File: src/rtl/adder_seq_pkg.sv
// adder_seq_pkg: shared FSM state type and slice width for the serial adder
// Contents: state_t (IDLE, RUN, DONE), SLICE_W (bits added per pass)
package adder_seq_pkg;
    typedef enum logic [1:0] {IDLE, RUN, DONE} state_t;
    localparam int SLICE_W = 3;
endpackage

File: src/rtl/serial_adder_seq_if.sv
// serial_adder_seq_if: operand/result valid-ready bundle for serial_adder_seq
// Ports: in_valid/in_ready/a/b/cin (operation in), out_valid/out_ready/sum/cout (result out), busy
// Modports: master = producer/consumer side, slave = adder side
interface serial_adder_seq_if #(parameter int WIDTH = 12);
    logic             in_valid;
    logic             in_ready;
    logic [WIDTH-1:0] a;
    logic [WIDTH-1:0] b;
    logic             cin;
    logic             out_valid;
    logic             out_ready;
    logic [WIDTH-1:0] sum;
    logic             cout;
    logic             busy;
    modport master (
        output in_valid, a, b, cin, out_ready,
        input  in_ready, out_valid, sum, cout, busy
    );
    modport slave (
        input  in_valid, a, b, cin, out_ready,
        output in_ready, out_valid, sum, cout, busy
    );
endinterface

File: src/rtl/adder_slice3.sv
// adder_slice3: combinational 3-bit ripple-carry slice
// Ports: x, y (3-bit addends), ci (carry in), s (3-bit sum), co (carry out)
module adder_slice3 (
    input  logic [2:0] x,
    input  logic [2:0] y,
    input  logic       ci,
    output logic [2:0] s,
    output logic       co
);
    logic [3:0] c;
    assign c[0] = ci;
    for (genvar i = 0; i < 3; i++) begin : g_bit
        assign s[i]   = x[i] ^ y[i] ^ c[i];
        assign c[i+1] = (x[i] & y[i]) | (c[i] & (x[i] ^ y[i]));
    end
    assign co = c[3];
endmodule

File: src/rtl/serial_adder_seq.sv
// serial_adder_seq: adds two WIDTH-bit operands plus carry-in one 3-bit chunk per cycle
// Ports: clk, rst_n (sync, active low), bus (slave side of serial_adder_seq_if)
// Flow: IDLE accepts an operation, RUN makes NCHUNK slice passes LSB first, DONE holds the result
module serial_adder_seq
    import adder_seq_pkg::*;
#(
    parameter int WIDTH = 12
) (
    input  logic               clk,
    input  logic               rst_n,
    serial_adder_seq_if.slave  bus
);
    localparam int NCHUNK = WIDTH / SLICE_W;
    localparam int IW = (NCHUNK > 1) ? $clog2(NCHUNK) : 1;
    localparam logic [IW-1:0] LAST = IW'(NCHUNK - 1);

    if (WIDTH <= 0 || WIDTH % SLICE_W != 0) begin : g_bad_width
        $error("serial_adder_seq: WIDTH must be a positive multiple of 3");
    end

    state_t           state;
    logic [IW-1:0]    idx;
    logic             carry;
    logic [WIDTH-1:0] a_reg;
    logic [WIDTH-1:0] b_reg;
    logic [WIDTH-1:0] sum_reg;
    logic             cout_reg;
    logic             out_valid_reg;
    logic             in_ready_reg;
    logic             busy_reg;
    logic [SLICE_W-1:0] slice_s;
    logic               slice_co;

    adder_slice3 u_slice (
        .x  (a_reg[int'(idx)*SLICE_W +: SLICE_W]),
        .y  (b_reg[int'(idx)*SLICE_W +: SLICE_W]),
        .ci (carry),
        .s  (slice_s),
        .co (slice_co)
    );

    // in_ready is registered so it stays low for the whole reset and rises one edge after release
    always_ff @(posedge clk) begin
        if (!rst_n) begin
            state         <= IDLE;
            idx           <= '0;
            carry         <= 1'b0;
            a_reg         <= '0;
            b_reg         <= '0;
            sum_reg       <= '0;
            cout_reg      <= 1'b0;
            out_valid_reg <= 1'b0;
            in_ready_reg  <= 1'b0;
            busy_reg      <= 1'b0;
        end else begin
            case (state)
                IDLE: begin
                    in_ready_reg <= 1'b1;
                    if (bus.in_valid && in_ready_reg) begin
                        a_reg        <= bus.a;
                        b_reg        <= bus.b;
                        carry        <= bus.cin;
                        idx          <= '0;
                        sum_reg      <= '0;
                        in_ready_reg <= 1'b0;
                        busy_reg     <= 1'b1;
                        state        <= RUN;
                    end
                end
                RUN: begin
                    sum_reg[int'(idx)*SLICE_W +: SLICE_W] <= slice_s;
                    carry <= slice_co;
                    idx   <= (idx == LAST) ? idx : idx + 1'b1;
                    if (idx == LAST) begin
                        cout_reg      <= slice_co;
                        out_valid_reg <= 1'b1;
                        state         <= DONE;
                    end
                end
                DONE: begin
                    if (bus.out_ready) begin
                        out_valid_reg <= 1'b0;
                        busy_reg      <= 1'b0;
                        in_ready_reg  <= 1'b1;
                        state         <= IDLE;
                    end
                end
                default: state <= IDLE;
            endcase
        end
    end

    assign bus.in_ready  = in_ready_reg;
    assign bus.out_valid = out_valid_reg;
    assign bus.sum       = sum_reg;
    assign bus.cout      = cout_reg;
    assign bus.busy      = busy_reg;
endmodule

File: src/flat_wrapper.sv
// flat-port wrapper written by rule: the top's interface ports become plain ports
module serial_adder_seq_flat import adder_seq_pkg::*;
#(
    parameter int WIDTH = 12
)
  (clk, rst_n, bus_in_valid, bus_a, bus_b, bus_cin, bus_out_ready, bus_in_ready, bus_out_valid, bus_sum, bus_cout, bus_busy);
  serial_adder_seq_if #(.WIDTH(WIDTH)) bus_i ();
  input  logic clk;
  input  logic rst_n;
  input wire logic [$bits(bus_i.in_valid)-1:0] bus_in_valid;
  input wire logic [$bits(bus_i.a)-1:0] bus_a;
  input wire logic [$bits(bus_i.b)-1:0] bus_b;
  input wire logic [$bits(bus_i.cin)-1:0] bus_cin;
  input wire logic [$bits(bus_i.out_ready)-1:0] bus_out_ready;
  output wire logic [$bits(bus_i.in_ready)-1:0] bus_in_ready;
  output wire logic [$bits(bus_i.out_valid)-1:0] bus_out_valid;
  output wire logic [$bits(bus_i.sum)-1:0] bus_sum;
  output wire logic [$bits(bus_i.cout)-1:0] bus_cout;
  output wire logic [$bits(bus_i.busy)-1:0] bus_busy;
  assign bus_i.in_valid = bus_in_valid;
  assign bus_i.a = bus_a;
  assign bus_i.b = bus_b;
  assign bus_i.cin = bus_cin;
  assign bus_i.out_ready = bus_out_ready;
  assign bus_in_ready = bus_i.in_ready;
  assign bus_out_valid = bus_i.out_valid;
  assign bus_sum = bus_i.sum;
  assign bus_cout = bus_i.cout;
  assign bus_busy = bus_i.busy;
  serial_adder_seq #(.WIDTH(WIDTH)) u_core (.clk(clk), .rst_n(rst_n), .bus(bus_i));
endmodule
File: config.mk
export PLATFORM = sky130hd
export DESIGN_NAME = serial_adder_seq_flat
export DESIGN_NICKNAME = d
export VERILOG_FILES = /design/src/rtl/adder_seq_pkg.sv /design/src/rtl/serial_adder_seq_if.sv /design/src/rtl/adder_slice3.sv /design/src/rtl/serial_adder_seq.sv /design/src/flat_wrapper.sv
export SDC_FILE = /design/constraint.sdc
export NUM_CORES = 1
export LEC_CHECK = 0
export BUFFER_PORTS_ARGS = -buffer_cell sky130_fd_sc_hd__buf_2
export CORE_MARGIN = 4
export CORE_UTILIZATION = 48
export DETAILED_ROUTE_END_ITERATION = 8
export HOLD_SLACK_MARGIN = 0.15
export PLACE_DENSITY = 0.86
export SLEW_MARGIN = 0
export SYNTH_ARGS = -nofsm -noshare
export SYNTH_HDL_FRONTEND = slang
export SYNTH_HIERARCHICAL = 1
export SYNTH_SLANG_ARGS = --single-unit
File: constraint.sdc
create_clock -name clk -period 2.69 [get_ports clk]
set_input_delay 0.269 -clock clk [delete_from_list [all_inputs] [get_ports clk]]
set_output_delay 0.269 -clock clk [all_outputs]
set_load 0.05 [all_outputs]
==> flow_summary_export.csv <==
group,metric,value,unit
die,fp.dieW,74.0,um
grt,grt_pass1_wl,7.21,mm
layout,syn_to_final_growth,17.2,%
synthesis,synth_fa_ha_area_share,6.46,%
drt,wl_per_cell,13.9,um
job,cap_violations,0,
setup_path,worst_ep_arrival_time,2.73,ns
run_status,status,"finished clean",
grt,overflow,0,
min_path,hold_path_end,"u_core/b_reg[11]$_SDFFE_PN0P_",
clocking,cts_buffer_depth,2,
layout,nFillCells,363,
grt,antenna_found_initial,0,
die,die_y,74.0,um
sta,tightest_slew,0.621,ns
sta,max_slew_margin,58.6,%
setup_path,crit_path_start_kind,"flop",
synthesis,synth_mux_area_share,6.46,%
layout,design_area,0.00245,mm^2
layout,layout_common_cells,"59 x nand2_1, 44 x buf_2, 44 x dfxtp_1",
die,die_area,0.00548,mm^2
power_and_ir_drop,clkPwrFrac,40.3,%
sta,hold_viol,0,
sta,fin_skew,0.00897,ns
layout,multi_input_area,0.00103,mm^2
sta,finalSetupViolCount,0,
setup_path,r2r-end,"u_core/bus.sum[2]$_SDFFE_PN0P_",
synthesis,ys.flop_type,"dfxtp_1",
min_path,worstHoldStart,"bus_b[11]",
setup_path,crit_type,"flop to flop",
power_and_ir_drop,p_sw_share,23.5,%
place,placed_cell_area,0.00232,mm^2
synthesis,synthCells,228,
sta,rsz0062_at_grt,"false",
sta,slew_viol_final,0,
grt,grtUsageTotal,16.9,%
drt,drt-pass1-iter-count,4,
clocking,post_cts_buffers,0,
layout,drive_gt1_share,25.7,%
power_and_ir_drop,power.switching,0.349,mW
synthesis,syn-cell-area,0.00209,mm^2
power_and_ir_drop,pwr-share-comb,11.6,%
synthesis,ys_seq_area_share,43.0,%
drt,vias_per_cell,5.29,
drt,routed_wl,4.43,mm
layout,final_nets,306,
synthesis,syn_nets,266,
synthesis,synth_warnings,6,
synthesis,synth_edf_count,0,
clocking,path_clk_slew,0.08,ns
clocking,hold_buffers,0,
clocking,h-tree-depth,2,
setup_path,worst_setup_path_end_kind,"flop",
place,gp_congestion,0.842,
synthesis,avgSynthCellArea,9.18,um^2
place,port-buffer-count,44,
die,boundaryPins,45,
sta,finalCritPeriodShare,93.1,%
drt,ant_nets,0,
die,start_util,50.9,%
synthesis,synth_compound_area_share,18.7,%
clocking,cts_tree,"yes",
drt,vias,1688,
grt,grt_start_max_net_pins,44,
synthesis,synth_cell_types,33,
setup_path,reg2reg_depth,10,
min_path,whs_path_depth,3,
layout,seq_area,902,um^2
drt,drtIter0Drc,72,
setup_path,critPathRequiredTime,2.91,ns
sta,fin_crit,2.51,ns
power_and_ir_drop,p_per_area,603,mW/mm^2
power_and_ir_drop,ir_worst_vdd,0.272,mV
power_and_ir_drop,leakage,0.975,nW
die,core,0.00412,mm^2
sta,finalSetupTns,0,ns
layout,diodes,0,
clocking,cts_sinks,45,
synthesis,synth_xor_area_share,0,%
clocking,root_buffer,"clkbuf_8",
clocking,clock_latency,0.30,ns
grt,grt_pass1_vias,1604,
synthesis,synth_top_family_by_area,"compound AO/OA/AOI/OAI gates",
setup_path,timing.rr.start,"u_core/idx[0]$_SDFFE_PN0P_",
power_and_ir_drop,p_seq_share,48.1,%
min_path,hp-class,"primary input to flop",
die,row_count,23,
power_and_ir_drop,internal-power,1.13,mW
clocking,cts_buffers,5,
sta,fmax,399,MHz
synthesis,synthSimpleGateAreaFrac,17.8,%
synthesis,async_flop_share,0,%
setup_path,reg2reg_slack,0.18,ns
place,dp_hpwl,3.29,mm
layout,final_common_cell,"nand2_1",
setup_path,critPathMaxFanout,4,
drt,route.detailed.drc,0,
synthesis,ys_ff_latch,45,
-- per-stage QoR --
stage	worst slack, ns	std cells	hold WS, ns	power [mW]	utilization, %
after floorplan	0.127	228	0.404	0.849	-
after global placement	0.227	311	0.435	0.893	56.3
after detailed placement	0.113	311	0.445	0.899	56.3
after CTS	0.0894	319	0.192	1.49	59.6
after global routing	0.0409	319	0.217	1.54	59.6
final	0.185	319	0.203	1.48	59.6
-- routing by layer --
| layer | vias to the layer above | GRT usage, % | wire length, um |
|---|---|---|---|
| li1 | 849 | - | - |
| met5 | - | 0 | 0 |
| met4 | 0 | 7.24 | 26 |
| met3 | 2 | 3.78 | 315 |
| met1 | 789 | 22.8 | 2020 |
| met2 | 48 | 26.1 | 2060 |
-- final cells by class --
cell class	count	area share (%)
Clock buffer	5	2.80
Timing Repair Buffer	47	9.89
Clock inverter	3	2.65
Sequential cell	45	36.8
Tap cell	50	2.55
Inverter	21	3.21
Multi-Input combinational cell	148	42.1
-- power by group through the flow --
stage / sequential (mW) / clock (mW) / combinational (mW)
4_1_cts: 0.712 / 0.610 / 0.172
3_5_place_dp: 0.728 / 0 / 0.172
5_1_grt: 0.716 / 0.634 / 0.191
2_1_floorplan: 0.733 / 0 / 0.116
3_3_place_gp: 0.727 / 0 / 0.166
6_report: 0.712 / 0.597 / 0.171
-- kinds of logic (layout without fill, tap and decap cells) --
| logic type | after synthesis | count (layout) |
|---|---|---|
| muxes | 6 | 6 |
| adders and majority gates | 9 | 9 |
| buffers and inverters | 35 | 76 |
| and+or+nand+nor | 79 | 79 |
| DFF | 45 | 45 |
| AOI/OAI and AO/OA | 54 | 54 |
-- worst max-delay path by stage --
stage                                     from                        endpoint  slack (ns)  cells past startpoint
floorplan           u_core/idx[0]$_SDFFE_PN0P_  u_core/bus.sum[2]$_SDFFE_PN0P_        0.13                     11
global placement    u_core/idx[0]$_SDFFE_PN0P_  u_core/bus.sum[2]$_SDFFE_PN0P_        0.23                      8
detailed placement  u_core/idx[0]$_SDFFE_PN0P_  u_core/bus.sum[5]$_SDFFE_PN0P_        0.11                      8
CTS                 u_core/idx[0]$_SDFFE_PN0P_  u_core/bus.sum[5]$_SDFFE_PN0P_        0.09                      8
global route        u_core/idx[0]$_SDFFE_PN0P_  u_core/bus.sum[5]$_SDFFE_PN0P_        0.04                      8
finish              u_core/idx[0]$_SDFFE_PN0P_  u_core/bus.sum[2]$_SDFFE_PN0P_        0.18                     10
-- repair_timing --
action / 4_1_cts / 5_1_grt
endpoints found under the hold margin: 0 / 0
setup endpoints to repair: 0 / 4
resized for setup: 0 / 1
-- worst max-delay path, cell delays in order, from the launching register on --
cell and delay (ns):
dfxtp_2 0.39, mux4_2 0.51, inv_1 0.10, fa_1 0.17, inv_1 0.05, fa_1 0.37, inv_1 0.08, fa_1 0.41
inv_1 0.06, nand2_1 0.09, o22ai_1 0.19
-- cell usage after synthesis (all sizes together) (3+ instances only) --
library cell	count	area share (%)
nand3	4	0.96
clkbuf	5	0.90
o2bb2ai	6	2.5
mux4	6	6.5
o22ai	6	1.8
a21oi	3	0.72
a21boi	27	9.7
fa	3	2.9
inv	21	3.8
nor2b	3	0.90
dfxtp	45	43
buf	9	2.9
o21ai	4	0.96
nand2	59	11
ha	6	3.6
Note: power is estimated with default switching activity, not from simulation.
